==> src/rtl/io_section_loader.sv <==
// io_section_loader: assembles UART bytes into words, loads length-prefixed sections, then feeds a run-mode input FIFO
module io_section_loader #(
  parameter int WORD_BYTES = 4,
  parameter int NUM_SECT = 2,
  parameter int ADDR_W = 32,
  parameter logic [NUM_SECT*ADDR_W-1:0] SECT_BASE = {32'h10000, 32'h0},
  parameter int FIFO_DEPTH = 8,
  localparam int DW = 8*WORD_BYTES,
  localparam int SW = NUM_SECT > 1 ? $clog2(NUM_SECT) : 1,
  localparam int CW = $clog2(FIFO_DEPTH)+1
) (
  input  logic              clk,
  input  logic              rst,
  input  logic [7:0]        rx_data,
  input  logic              rx_valid,
  output logic              wr_valid,
  input  logic              wr_ready,
  output logic [SW-1:0]     wr_sect,
  output logic [ADDR_W-1:0] wr_addr,
  output logic [DW-1:0]     wr_data,
  output logic              io_stall,
  output logic              load_done,
  output logic [DW-1:0]     in_data,
  output logic              in_valid,
  input  logic              in_pop,
  output logic [CW-1:0]     fifo_count,
  output logic              overflow
);
  localparam int AW = DW > 32 ? DW : 32;
  localparam int PW = $clog2(FIFO_DEPTH);
  typedef enum logic [1:0] {LEN, DATA, RUN} state_t;
  state_t state, state_n;
  logic [2:0] bcnt;
  logic [AW-1:0] asm_q, asm_nx;
  logic [31:0] n_q, widx;
  logic [SW-1:0] sidx;
  logic [ADDR_W-1:0] base, off;
  logic [PW-1:0] rptr, wptr;
  logic [DW-1:0] mem [FIFO_DEPTH];
  logic done_word, last_sect, sect_end, data_word, run_word, load_wr, wv_n, push, pop, full;
  always_comb begin
    asm_nx = asm_q;
    for (int k = 0; k < AW/8; k++)
      if (bcnt == 3'(k)) asm_nx[8*k +: 8] = rx_data;
  end
  always_comb begin
    base = '0;
    for (int s = 0; s < NUM_SECT; s++)
      if (sidx == SW'(s)) base = SECT_BASE[s*ADDR_W +: ADDR_W];
  end
  // The length prefix is always 4 bytes, whatever the word size
  assign done_word = rx_valid && bcnt == (state == LEN ? 3'd3 : 3'(WORD_BYTES-1));
  assign last_sect = sidx == SW'(NUM_SECT-1);
  assign sect_end = state == LEN ? asm_nx[31:0] == 32'd0 : widx + 32'd1 == n_q;
  assign data_word = done_word && state == DATA;
  assign run_word = done_word && state == RUN;
  assign load_wr = data_word && (!wr_valid || wr_ready);
  assign wv_n = load_wr || (wr_valid && !wr_ready);
  assign off = ADDR_W'(widx) * ADDR_W'(WORD_BYTES);
  assign full = fifo_count == CW'(FIFO_DEPTH);
  assign pop = in_pop && fifo_count != '0;
  assign push = run_word && (!full || pop);
  assign in_valid = fifo_count != '0;
  assign in_data = in_valid ? mem[rptr] : '0;
  assign io_stall = ~load_done;
  always_comb begin
    state_n = state;
    if (done_word && state != RUN) state_n = sect_end ? (last_sect ? RUN : LEN) : DATA;
  end
  always_ff @(posedge clk or posedge rst)
    if (rst) begin
      state <= LEN;
      bcnt <= '0;
      asm_q <= '0;
      n_q <= '0;
      widx <= '0;
      sidx <= '0;
      wr_valid <= 1'b0;
      wr_sect <= '0;
      wr_addr <= '0;
      wr_data <= '0;
      load_done <= 1'b0;
      overflow <= 1'b0;
      rptr <= '0;
      wptr <= '0;
      fifo_count <= '0;
    end else begin
      state <= state_n;
      if (rx_valid) begin
        asm_q <= asm_nx;
        bcnt <= done_word ? 3'd0 : bcnt + 3'd1;
      end
      if (done_word && state == LEN) begin
        n_q <= asm_nx[31:0];
        widx <= '0;
      end
      if (data_word) widx <= widx + 32'd1;
      if (done_word && state != RUN && sect_end && !last_sect) sidx <= sidx + SW'(1);
      if (load_wr) begin
        wr_data <= asm_nx[DW-1:0];
        wr_sect <= sidx;
        wr_addr <= base + off;
      end
      wr_valid <= wv_n;
      load_done <= state_n == RUN && !wv_n;
      overflow <= overflow || (data_word && !load_wr) || (run_word && !push);
      if (push) wptr <= wptr + PW'(1);
      if (pop) rptr <= rptr + PW'(1);
      fifo_count <= fifo_count + CW'(push) - CW'(pop);
    end
  always_ff @(posedge clk)
    if (push) mem[wptr] <= asm_nx[DW-1:0];
endmodule

==> config.mk <==
export PLATFORM = sky130hd
export DESIGN_NAME = io_section_loader
export DESIGN_NICKNAME = d
export VERILOG_FILES = /design/src/rtl/io_section_loader.sv
export SDC_FILE = /design/constraint.sdc
export NUM_CORES = 1
export LEC_CHECK = 0
export BUFFER_PORTS_ARGS = -buffer_cell sky130_fd_sc_hd__buf_2
export CAP_MARGIN = 15
export CORE_MARGIN = 2
export CORE_UTILIZATION = 48
export CTS_CLUSTER_SIZE = 12
export DETAILED_ROUTE_END_ITERATION = 16
export HOLD_SLACK_MARGIN = 0.05
export PLACE_DENSITY = 0.72
export REMOVE_ABC_BUFFERS = 1
export SLEW_MARGIN = 10
export SYNTH_ARGS = -nofsm -noshare
export SYNTH_HDL_FRONTEND = slang
export SYNTH_SLANG_ARGS = --single-unit
==> constraint.sdc <==
create_clock -name clk -period 13.2 [get_ports clk]
set_clock_uncertainty 0.2 [all_clocks]
set_input_delay 2.64 -clock clk [delete_from_list [all_inputs] [get_ports clk]]
set_output_delay 2.64 -clock clk [all_outputs]
set_load 0.05 [all_outputs]
== Word-level counts from Yosys, hierarchy flattened ==
Memories as Yosys holds them, arrays and structs flattened.
Cells that the tools add are included.

* Bits in registers: 180
* Bits in latches: 0
* RAM bits: 256
* Memory bits (read-only): 0
* Bits of input ports: 13
* Word-level logic and storage cells: 80
* Memories: 1

* Add/sub/neg operators: 8
* Multiply operators: 0
* Divide/modulo/power cells: 0
* $lt $le $gt $ge: 0
* Equal/unequal tests: 9
* Shifts and indexed selects: 0
* Mux-type cells: 15
* Bitwise logic cells: 1
* Reduce and logical (&&, ||, !) cells: 31

{| class="wikitable"
|+ Memory list
! memory !! depth !! width !! rd ports !! clocked after memory_dff !! wr ports !! line !! source
|-
| mem || 8 || 32 || 1 || 0 || 1 || 39 || <nowiki>logic [DW-1:0] mem [FIFO_DEPTH];</nowiki>
|}

{| class="wikitable"
|+ Operators with widths
! cell !! count
|-
| $mux W32 || 3
|-
| $add A32 B1 Y32 const B || 1
|-
| $add A32 B32 Y32 || 1
|-
| $eq A32 B32 Y1 || 1
|-
| $logic_not A32 Y1 || 1
|-
| $mux W8 || 4
|-
| $mux W17 || 1
|-
| $logic_and A1 B1 Y1 || 14
|-
| $add A3 B1 Y3 const B || 3
|-
| $logic_not A1 Y1 || 7
|-
| $eq A3 B2 Y1 const B || 2
|-
| $mux W2 || 3
|-
| $logic_or A1 B1 Y1 || 5
|-
| $add A4 B1 Y4 || 1
|-
| $eq A2 B2 Y1 const B || 2
|-
| $eq A4 B4 Y1 const B || 1
|-
| $reduce_bool A4 Y1 || 1
|-
| $sub A4 B1 Y4 || 1
|-
| $eq A3 B1 Y1 const B || 1
|-
| $logic_not A3 Y1 || 1
|-
| $mux W1 || 3
|-
| $mux W3 || 1
|-
| $eq A2 B1 Y1 const B || 1
|-
| $logic_not A2 Y1 || 1
|-
| 4 further kinds || 4
|}

== Logic depth before layout (Yosys ltp) ==
* Depth in word-level cells: 8
* Gate-level depth with buffers: 14
* Gate-level depth less buffers: 13

== Worst setup path after synthesis ==
OpenSTA, ideal clock, no wires.

* Path type: input-to-reg
* Start: input rx_valid
* End: memory mem[0][0] in the netlist's numbering, enable pin
* Setup time: 503 ps
* Arrival: 6,816 ps
* Required time: 12,497 ps
* Path slack: 5,682 ps
* Stages on the path: 5
* Buffers on the path: 1
* Path through: clkbuf_1 -> nand2_1 -> nor2_1 -> nand4b_1 -> nor4_1

* Cells in the longest elaborated chain, start to end: 5

{| class="wikitable"
|+ RTL lines
! what !! line !! source
|-
| from (decl) || 15 || <nowiki>input logic rx_valid,</nowiki>
|-
| $logic_and A1 B1 Y1 || 52 || <nowiki>assign done_word = rx_valid && bcnt == (state == LEN ? 3'd3 : 3'(WORD_BYTES-1));</nowiki>
|-
| $logic_and A1 B1 Y1 || 56 || <nowiki>assign run_word = done_word && state == RUN;</nowiki>
|-
| $logic_and A1 B1 Y1 || 62 || <nowiki>assign push = run_word && (!full || pop);</nowiki>
|-
| $mux W1 || 112 || <nowiki>if (push) mem[wptr] <= asm_nx[DW-1:0];</nowiki>
|-
| $mux W1 (implied by the code) || 112 ||
|-
| to (decl) || 39 ||
|}

No other way between the ends.

== Worst setup path in the final report ==
* Start: register rptr[0]
* End: output in_data[28]

* Cells in the longest elaborated chain, start to end: 2

{| class="wikitable"
|+ RTL lines
! what !! line !! source
|-
| from (decl) || 38 || <nowiki>logic [PW-1:0] rptr, wptr;</nowiki>
|-
| from (signal assigned) || 108 || <nowiki>if (pop) rptr <= rptr + PW'(1);</nowiki>
|-
| $mem_v2 Z8 W32 || n/a ||
|-
| $mux W32 || 64 || <nowiki>assign in_data = in_valid ? mem[rptr] : '0;</nowiki>
|-
| to (decl) || 23 || <nowiki>output logic [DW-1:0] in_data,</nowiki>
|}

No other way between the ends.

==> flow_summary.ini <==
[outcome]
outcome = finished clean

[critical_path]
cp-start-kind = flop
worst_setup_path_end_kind = primary output
required_ns = 10.36
reg2reg_depth = 8
timing.rr.end = load_done
r2r_start = widx[3]
r2r_slack_ns = 9.45
critPathMaxFanout = 36
arrival_ns = 3.25
criticalPathCategory = flop to primary output

[pwr]
power_mw = 4.91
pwr_density_cell_nw_per_um2 = 229
p_int_mw = 2.98
swShare_pct = 39.3
peakVddDrop_mv = 0.105
seqPwrFrac_pct = 39.3
p_comb_share_pct = 36.3
p_leak_nw = 8.47
p_sw_mw = 1.93
pwr-share-clk_pct = 24.4

[synthesis]
avgSynthCellArea_sq_um = 13.4
synthAdderAreaFrac_pct = 1.09
netlist_area_sq_um = 19100
muxShareOfSynthArea_pct = 12.2
ys_seq_area_share_pct = 63.6
synth-warning-count = 0
synth_seq_cells = 434
synth_compound_area_share_pct = 6.44
synthDistinctLibCells = 72
synthXorXnorAreaFrac_pct = 2.80
synthFlopType = edfxtp_1
synthArstFlopShare_pct = 41.0
synth-simple-area-share_pct = 10.5
syn_inst = 1422
synth_top_family_by_area = multiplexers
synth-edff-count = 256

[min_path]
holdPathStages = 2
hold_class = flop to flop
hold_start = wr_data[1]
hold_end = wr_data[1]

[timing]
worst_pin_slew_ns = 1.12
min_period_ns = 6.09
finalSetupTns_ns = 0
drv_slew = 0
hold_violations = 0
setup_violations = 0
rsz0062_at_grt = no
max_freq_mhz = 164
min_period_over_period_pct = 46.1
slew_headroom_pct = 25.5
setup_slack_ns = 7.11

[clock_tree]
cts_made_buffers = 44
cts_sinks = 434
cts_tree = done
cts.root.buffer_cell = clkbuf_16
ctsResizeCount = 0
clk_pin_slew_worst_paths_ns = 0.06
cts_hold_buf = 0
h-tree-depth = 2
worstSkewPairLatency_ns = 0.55
clockBufferDepth = 3
cts_setup_buffers = 0

[routing]
wl_per_cell_microns = 20.5
drtIter0Drc = 895
antenna_left = 0
vias = 11700
drt_wl_total_mm = 42.2
drc = 0
dr.pass1.iters = 5
vias_per_cell = 5.67

[placed_design]
gp_congestion = 0.860
dp.cells = 1987
port_buffers = 116
dp_slack_ns = 7.27
dp_hpwl_mm = 27.2

[die]
fp.dieH_microns = 203
fp-row-count = 73
die_w_microns = 203
pin_count = 119
die-area_sq_um = 41400
initial_core_util_pct = 48.3
core_area_sq_um = 39500

[layout]
area_growth_pct = 12.5
antenna_cells = 0
drive_above_1_share_pct = 20.3
fin_nets = 1537
stdcell_count = 2064

[global_route]
grt_overflow = 0
antenna_found_initial = 0
grt_pass1_vias = 11500
groute.usage.overall_pct = 20.7
grt_max_degree = 117
grt_pass1_wl_mm = 66.7

[job]
max_cap_violations = 0
==> worst max-delay path, stage by stage (launching register included) <==
cell and delay (ns):
dfrtp_4 0.83, buf_4 0.69, mux4_2 0.60, mux2i_1 0.24, nor2_1 0.07, buf_2 0.23
==> worst max-delay path by stage <==
| stage | slack, ns | to | depth (start not counted) | from |
|---|---|---|---|---|
| 6_report | 7.11 | in_data[28] | 5 | rptr[0] |
| 5_1_grt | 6.85 | in_data[28] | 5 | rptr[0] |
| 4_1_cts | 6.98 | in_data[28] | 5 | rptr[0] |
| 3_5_place_dp | 7.27 | fifo_count[2] | 10 | rx_valid |
| 3_3_place_gp | 7.40 | fifo_count[2] | 10 | rx_valid |
| 2_1_floorplan | 5.53 | asm_q[0] | 1 | rst |
==> registers in the layout, indices dropped and copies added, names as in the netlist <==
signal      count
wr_data        32
n_q            32
wr_addr        30
wptr            3
mem           256
state           2
overflow        1
load_done       1
asm_q          32
bcnt            3
wr_sect         1
last_sect       1
widx           32
wr_valid        1
fifo_count      4
rptr            3
==> Yosys cell counts (12+ instances only) <==
master | number | area [sq um]
edfxtp_1 | 256 | 7690
nand2_1 | 196 | 736
dfrtp_1 | 178 | 4450
o21ai_0 | 103 | 515
nor2_1 | 87 | 327
mux2i_1 | 69 | 691
clkbuf_1 | 68 | 255
mux4_2 | 64 | 1440
inv_1 | 48 | 180
xnor2_1 | 38 | 333
a21oi_1 | 34 | 170
nand3_1 | 25 | 125
xor2_1 | 23 | 201
mux2_2 | 18 | 203
a22o_1 | 15 | 131
ha_1 | 15 | 188
nor4_1 | 15 | 93.8
nand4_1 | 13 | 81.3
o31ai_1 | 13 | 97.6
buf_1 | 12 | 45.0
==> power by group through the flow <==
stage	clock network (mW)	registers, mW	logic [mW]
floorplan	0	2.16	1.10
global placement	0	1.95	1.75
detailed placement	0	1.95	1.80
CTS	1.21	1.93	1.80
global route	1.27	1.96	1.93
finish	1.20	1.93	1.78
==> layout by cell type, fill, tap and decap left out, types with 6 or more instances in the layout <==
master and instances:
o21ai_0 103, nor2_1 84, and2_1 7, buf_2 116, nor3_1 6, nor4_1 14
mux2_2 18, clkbuf_8 7, and3_1 8, a21oi_1 34, clkbuf_16 45, ha_1 15
nand3_1 24, clkbuf_1 19, a22o_1 15, nand2_1 196, xnor2_1 38, edfxtp_1 256
nand4_1 13, o31ai_1 13, nor2b_1 7, buf_4 18, mux4_2 64, mux2i_1 69
inv_1 47, dfrtp_1 175, xor2_1 23
==> per-stage QoR <==
| step | area, sq um | utilization [%] | hold WS (ns) |
|---|---|---|---|
| floorplan | 18600 | - | 0.245 |
| finish | 21500 | 54.4 | 0.276 |
| CTS | 21500 | 54.4 | 0.279 |
| detailed placement | 20100 | 50.9 | 0.266 |
| global route | 21500 | 54.4 | 0.306 |
| global placement | 20100 | 50.9 | 0.260 |
==> cell families (layout without fill, tap and decap cells) <==
family	Yosys count	count (layout)
XOR/XNOR	61	61
other	1	2
buffers and inverters	143	259
flip-flops	434	434
AO/OA/AOI/OAI	200	200
adder cells (fa/ha/maj)	16	16
AND/OR/NAND/NOR	416	416
multiplexers	151	151
==> layer usage <==
layer  routed length, microns  vias up  track usage [%]
li1                         -     5371                -
met1                    18400     5874             29.5
met2                    20500      377             33.8
met3                     2380       78             3.02
met4                      950        0             5.29
met5                        0        -                0
==> final cells by class <==
type	count	area (sq um)
Sequential cell	434	12100
Clock inverter	6	85.1
Fill cell	3251	18000
Tap cell	525	657
Inverter	48	188
Clock buffer	71	1290
Timing Repair Buffer	134	716
Multi-Input combinational cell	846	6370
(Power assumes the default switching activity.)
